==> src/rtl/keypad_press_generator.sv <==
// Keypad responder: plays queued press commands back onto the 3x3 matrix as row returns,
// with scripted hold time and contact bounce on make and break.
module keypad_press_generator #(
  parameter int BOUNCE_CYCLES = 4,
  parameter int GAP_CYCLES    = 2,
  parameter int FIFO_DEPTH    = 4
) (
  input  logic        clk,
  input  logic        reset,
  input  logic        cmd_valid,
  output logic        cmd_ready,
  input  logic [3:0]  cmd_key,
  input  logic [15:0] cmd_hold,
  input  logic        flush,
  input  logic [2:0]  column,
  output logic [2:0]  row,
  output logic        key_active,
  output logic [3:0]  pressed_key,
  output logic        busy,
  output logic        err_bad_key
);

  localparam int AW     = (FIFO_DEPTH > 1) ? $clog2(FIFO_DEPTH) : 1;
  localparam int PH_MAX = (BOUNCE_CYCLES > GAP_CYCLES) ? BOUNCE_CYCLES : GAP_CYCLES;
  localparam int PH_W   = (PH_MAX > 2) ? $clog2(PH_MAX) : 1;

  localparam logic [PH_W-1:0] BOUNCE_LAST = PH_W'((BOUNCE_CYCLES > 0) ? BOUNCE_CYCLES - 1 : 0);
  localparam logic [PH_W-1:0] GAP_LAST    = PH_W'((GAP_CYCLES > 0) ? GAP_CYCLES - 1 : 0);
  localparam logic [AW:0]     FIFO_FULL_COUNT = (AW + 1)'(FIFO_DEPTH);
  localparam logic [3:0]      NO_KEY = 4'hF;

  typedef enum logic [2:0] {
    S_IDLE       = 3'd0,
    S_BOUNCE_IN  = 3'd1,
    S_HOLD       = 3'd2,
    S_BOUNCE_OUT = 3'd3,
    S_GAP        = 3'd4
  } state_t;

  function automatic logic [2:0] row_onehot(input logic [3:0] k);
    case (k)
      4'd0, 4'd1, 4'd2: row_onehot = 3'b001;
      4'd3, 4'd4, 4'd5: row_onehot = 3'b010;
      4'd6, 4'd7, 4'd8: row_onehot = 3'b100;
      default:          row_onehot = 3'b000;
    endcase
  endfunction

  function automatic logic [2:0] col_onehot(input logic [3:0] k);
    case (k)
      4'd0, 4'd3, 4'd6: col_onehot = 3'b001;
      4'd1, 4'd4, 4'd7: col_onehot = 3'b010;
      4'd2, 4'd5, 4'd8: col_onehot = 3'b100;
      default:          col_onehot = 3'b000;
    endcase
  endfunction

  // Command FIFO: entry = {key, hold}
  logic [19:0]   fifo_mem [FIFO_DEPTH];
  logic [AW-1:0] wr_ptr_reg;
  logic [AW-1:0] rd_ptr_reg;
  logic [AW:0]   count_reg;
  logic          fifo_full;
  logic          fifo_empty;
  logic          key_ok;
  logic          accept;
  logic          push;
  logic          pop;
  logic [19:0]   head_entry;
  logic [3:0]    head_key;
  logic [15:0]   head_hold;

  state_t          state_reg;
  state_t          state_next;
  logic [PH_W-1:0] ph_cnt_reg;
  logic [PH_W-1:0] ph_cnt_next;
  logic [15:0]     hold_cnt_reg;
  logic [15:0]     hold_cnt_next;
  logic            contact;

  logic [2:0] row_mask_reg;
  logic [2:0] col_mask_reg;
  logic [3:0] pressed_key_reg;
  logic       key_active_reg;
  logic       err_bad_key_reg;
  logic       col_hit;

  assign fifo_full  = (count_reg == FIFO_FULL_COUNT);
  assign fifo_empty = (count_reg == '0);
  assign cmd_ready  = reset & ~fifo_full & ~flush;
  assign key_ok     = (cmd_key <= 4'd8);
  assign accept     = cmd_valid & cmd_ready;
  assign push       = accept & key_ok;

  assign head_entry = fifo_mem[rd_ptr_reg];
  assign head_key   = head_entry[19:16];
  assign head_hold  = head_entry[15:0];

  always_ff @(posedge clk) begin
    if (push) begin
      fifo_mem[wr_ptr_reg] <= {cmd_key, cmd_hold};
    end
  end

  always_ff @(posedge clk) begin
    if (!reset || flush) begin
      wr_ptr_reg <= '0;
      rd_ptr_reg <= '0;
      count_reg  <= '0;
    end else begin
      if (push) begin
        wr_ptr_reg <= wr_ptr_reg + 1'b1;
      end
      if (pop) begin
        rd_ptr_reg <= rd_ptr_reg + 1'b1;
      end
      case ({push, pop})
        2'b10:   count_reg <= count_reg + 1'b1;
        2'b01:   count_reg <= count_reg - 1'b1;
        default: count_reg <= count_reg;
      endcase
    end
  end

  always_ff @(posedge clk) begin
    if (!reset || flush) begin
      state_reg    <= S_IDLE;
      ph_cnt_reg   <= '0;
      hold_cnt_reg <= '0;
    end else begin
      state_reg    <= state_next;
      ph_cnt_reg   <= ph_cnt_next;
      hold_cnt_reg <= hold_cnt_next;
    end
  end

  // Hold counter stores cycles remaining minus one, so 16'hFFFF never needs a 17th bit.
  always_comb begin
    state_next    = state_reg;
    ph_cnt_next   = ph_cnt_reg;
    hold_cnt_next = hold_cnt_reg;
    pop           = 1'b0;
    contact       = 1'b0;
    case (state_reg)
      S_IDLE: begin
        if (!fifo_empty) begin
          pop           = 1'b1;
          ph_cnt_next   = '0;
          hold_cnt_next = (head_hold == 16'd0) ? 16'd0 : head_hold - 16'd1;
          state_next    = (BOUNCE_CYCLES > 0) ? S_BOUNCE_IN : S_HOLD;
        end
      end
      S_BOUNCE_IN: begin
        contact = ~ph_cnt_reg[0];
        if (ph_cnt_reg == BOUNCE_LAST) begin
          ph_cnt_next = '0;
          state_next  = S_HOLD;
        end else begin
          ph_cnt_next = ph_cnt_reg + 1'b1;
        end
      end
      S_HOLD: begin
        contact = 1'b1;
        if (hold_cnt_reg == 16'd0) begin
          ph_cnt_next = '0;
          if (BOUNCE_CYCLES > 0) begin
            state_next = S_BOUNCE_OUT;
          end else if (GAP_CYCLES > 0) begin
            state_next = S_GAP;
          end else begin
            state_next = S_IDLE;
          end
        end else begin
          hold_cnt_next = hold_cnt_reg - 16'd1;
        end
      end
      S_BOUNCE_OUT: begin
        contact = ph_cnt_reg[0];
        if (ph_cnt_reg == BOUNCE_LAST) begin
          ph_cnt_next = '0;
          state_next  = (GAP_CYCLES > 0) ? S_GAP : S_IDLE;
        end else begin
          ph_cnt_next = ph_cnt_reg + 1'b1;
        end
      end
      S_GAP: begin
        if (ph_cnt_reg == GAP_LAST) begin
          ph_cnt_next = '0;
          state_next  = S_IDLE;
        end else begin
          ph_cnt_next = ph_cnt_reg + 1'b1;
        end
      end
      default: begin
        state_next = S_IDLE;
      end
    endcase
  end

  always_ff @(posedge clk) begin
    if (!reset || flush) begin
      row_mask_reg    <= 3'b000;
      col_mask_reg    <= 3'b000;
      pressed_key_reg <= NO_KEY;
      key_active_reg  <= 1'b0;
      err_bad_key_reg <= 1'b0;
    end else begin
      if (pop) begin
        row_mask_reg    <= row_onehot(head_key);
        col_mask_reg    <= col_onehot(head_key);
        pressed_key_reg <= head_key;
      end else if (state_next == S_IDLE) begin
        pressed_key_reg <= NO_KEY;
      end
      key_active_reg  <= contact;
      err_bad_key_reg <= accept & ~key_ok;
    end
  end

  // Rows follow the column drive combinationally: the scanner samples in its own drive cycle.
  assign col_hit = |(column & col_mask_reg);

  genvar gi;
  generate
    for (gi = 0; gi < 3; gi++) begin : g_row
      assign row[gi] = contact & row_mask_reg[gi] & col_hit;
    end
  endgenerate

  assign key_active  = key_active_reg;
  assign pressed_key = pressed_key_reg;
  assign err_bad_key = err_bad_key_reg;
  assign busy        = (state_reg != S_IDLE) | ~fifo_empty;

endmodule

==> config.mk <==
export PLATFORM = sky130hd
export DESIGN_NAME = keypad_press_generator
export DESIGN_NICKNAME = d
export VERILOG_FILES = /design/src/rtl/keypad_press_generator.sv
export SDC_FILE = /design/constraint.sdc
export NUM_CORES = 1
export LEC_CHECK = 0
export CAP_MARGIN = 10
export CORE_MARGIN = 5
export CORE_UTILIZATION = 55
export CTS_BUF_LIST = sky130_fd_sc_hd__clkbuf_8 sky130_fd_sc_hd__clkbuf_16
export CTS_CLUSTER_DIAMETER = 120
export DETAILED_ROUTE_END_ITERATION = 10
export GPL_ROUTABILITY_DRIVEN = 0
export MAX_ROUTING_LAYER = met4
export PLACE_DENSITY_LB_ADDON = 0.08
export SLEW_MARGIN = 0
export SYNTH_ARGS = -nofsm -noshare
export SYNTH_HDL_FRONTEND = slang
export SYNTH_SLANG_ARGS = --single-unit
==> constraint.sdc <==
create_clock -name clk -period 4.43 [get_ports clk]
set_input_delay 0.886 -clock clk [delete_from_list [all_inputs] [get_ports clk]]
set_output_delay 0.886 -clock clk [all_outputs]
set_load 0.005 [all_outputs]
==> flow_summary_export.csv <==
group,metric,value,unit
cells_and_area,area_growth,18.2,%
synth,synthAdderAreaFrac,0.0391,
worst_hold_path,hp-class,"register to register",
timing,finalCriticalPeriod,3.34,ns
synth,synth_xor_xnor_area_share,0.0326,
pwr,p_leak,2.27,nW
clock_tree,post_cts_buffers,0,
worst_setup_path,end_kind,"register",
grt,grt_pass1_wl,18.5,mm
timing,whs,0.459,ns
cells_and_area,final_util,0.657,
timing,fmaxAchievable,0.299,GHz
clock_tree,insertion_delay,0.52,ns
synth,async_flop_share,0,
grt,grt-ovfl-total,0,
placed_design,place_hpwl,7.26,mm
route,drc_errors,0,
synth,syn_nets,488,
clock_tree,cts_tree,"built",
synth,yosysMostFrequentCell,"edfxtp_1",
synth,synth_top_area_frac,0.426,
pwr,sw_frac_of_total,0.230,
clock_tree,cts_resized,0,
worst_setup_path,critPathArrivalTime,3.78,ns
clock_tree,clockBufferDepth,2,
pwr,clkPwrFrac,0.491,
worst_setup_path,crit_fanout,13,
clock_tree,cts_hold_buffers,0,
timing,layout_setup_ws,1.09,ns
clock_tree,cts_buffers,17,
pwr,power.switching,603,µW
synth,synth_mux_area_frac,0.0910,
synth,syn-cell-area,5640,µm²
synth,netlist_top_cells_area,"edfxtp_1 43%, dfxtp_1 15%, mux4_1 6.5%",
placed_design,portBuffers,37,
die,dieHeight,111,µm
cells_and_area,largest_reg_flops,80,
timing,max_slew_margin,0.482,
grt,grt_pass1_vias,3727,
pwr,p_seq_frac,0.466,
timing,fin_crit_sh,0.755,
die,die_w,111,µm
route,via_per_inst,5.75,
worst_setup_path,required,4.87,ns
synth,synth-compound-area-share,0.101,
cells_and_area,layout-drive-gt1-share,0.123,
grt,grt_max_degree,23,
timing,tightest_slew,0.776,ns
worst_setup_path,reg2reg_slack,1.09,ns
synth,synth_enable_flop_cells,80,
pwr,combPwrFrac,0.044,
route,detail_route.wl_per_cell,17.3,µm
synth,synth_top_family_by_area,"simple AND/OR/NAND/NOR gates",
pwr,ir_worst_vdd,0.000336,V
synth,synth-simple-area-share,0.126,
clock_tree,clock_sinks,122,
synth,yosysWarnings,0,
route,drtPass1Iterations,5,
pwr,total_power,2.63,mW
synth,avgSynthCellArea,12.7,µm²
timing,skew,0.0130,ns
cells_and_area,nNetsFinal,528,
die,initial_core_util,0.556,
route,wl,11.0,mm
synth,ys_seq_elements,122,
grt,track_usage,0.193,
synth,synth_area_leader_cell,"edfxtp_1",
worst_setup_path,path_class,"register to register",
route,detailedRoute.firstIterationViolations,327,
pwr,pwr_density_cell,394,nW/µm²
cells_and_area,diodes,0,
route,final_antenna_net_count,0,
worst_hold_path,hp-start,"row_mask_reg[1]$_SDFFE_PP0P_",
die,num_rows,37,
die,die_area,12400,µm²
grt,antenna_found_initial,0,
placed_design,place_ws,1.04,ns
clock_tree,clkTransAtPathRegs,0.07,ns
run,cap_violations,0,
die,core_area,10100,µm²
timing,hold_viol_final,0,
pwr,internal_power,2.02,mW
die,io_pins,38,
run_status,status,"complete, no violations",
timing,setup_viol,0,
timing,drv_slew,0,
route,vias,3638,
synth,synth-seq-area-share,0.575,
synth,synth_ff_type,"edfxtp_1",
worst_setup_path,cp-start-kind,"register",
timing,grt_setup_unrepaired,"false",
clock_tree,cts-root-buf,"clkbuf_8",
synth,synth_commonest_cells,"80 x edfxtp_1, 42 x dfxtp_1, 38 x nor2_1",
clock_tree,htree_levels,4,
timing,fin_setup_tns,0,ns
synth,yosysUniqueCellTypes,55,
synth,netlist_instances,444,
==> critical path: stages, from the launching register on <==
cell      delay (ns)
dfxtp_1         0.60
buf_4           0.33
mux4_2          0.56
inv_1           0.12
ha_1            0.18
nor3b_2         0.31
nand3_1         0.15
or4_1           0.43
or4_1           0.47
o211ai_1        0.09
==> final cells by class <==
class                      instances  area [µm²]
timing repair buffer              46         438
clock buffer                      17         414
clock inverter                    15         139
inverter                          17        63.8
tap                              136         170
sequential                       122        3240
multi-input combinational        280        2200
fill                             730        3470
==> layout by cell type (no fill, tap or decap), types with 12 or more instances in the layout <==
cell type,n
edfxtp_1,80
dfxtp_1,42
nor2_1,38
clkdlybuf4s50_1,37
o21ai_0,26
nand2_1,25
a21oi_1,25
inv_1,17
ha_1,16
clkbuf_16,16
mux4_1,14
xor2_1,14
nor3_1,12
==> cell families after synthesis <==
logic type | after synthesis
AO/OA/AOI/OAI | 89
XOR/XNOR | 21
adder cells (fa/ha/maj) | 17
buffers and inverters | 42
flip-flops | 122
multiplexers | 21
AND/OR/NAND/NOR | 132
==> power groups by stage <==
stage | clock [mW] | sequential (mW) | combinational [mW]
floorplan | 0 | 1.25 | 0.0636
global placement | 0 | 1.25 | 0.111
detailed placement | 0 | 1.25 | 0.114
CTS | 1.31 | 1.22 | 0.114
global route | 1.36 | 1.22 | 0.126
finish | 1.29 | 1.22 | 0.114
==> through the flow <==
| stage | std cells | cell area [µm²] |
|---|---|---|
| 5_1_grt | 633 | 6670 |
| 3_5_place_dp | 601 | 6110 |
| 6_report | 633 | 6670 |
| 2_1_floorplan | 444 | 5640 |
| 4_1_cts | 633 | 6670 |
| 3_3_place_gp | 601 | 6110 |
==> routing by layer <==
metal	vias up	global-route usage	wire length, µm
li1	1769	-	-
met3	8	0.0551	414
met5	-	-	0
met2	77	0.301	5230
met4	0	0.0519	83
met1	1784	0.250	5220
==> final timing paths <==
kind | endpoint | cells after the start
worst max-delay path | hold_cnt_reg[14]$_SDFFE_PP0P_ | 9
worst min-delay path | row_mask_reg[1]$_SDFFE_PP0P_ | 2
worst max register to register | hold_cnt_reg[14]$_SDFFE_PP0P_ | 9
worst min register to register | row_mask_reg[1]$_SDFFE_PP0P_ | 2
Note: power is estimated with default switching activity, not from simulation.
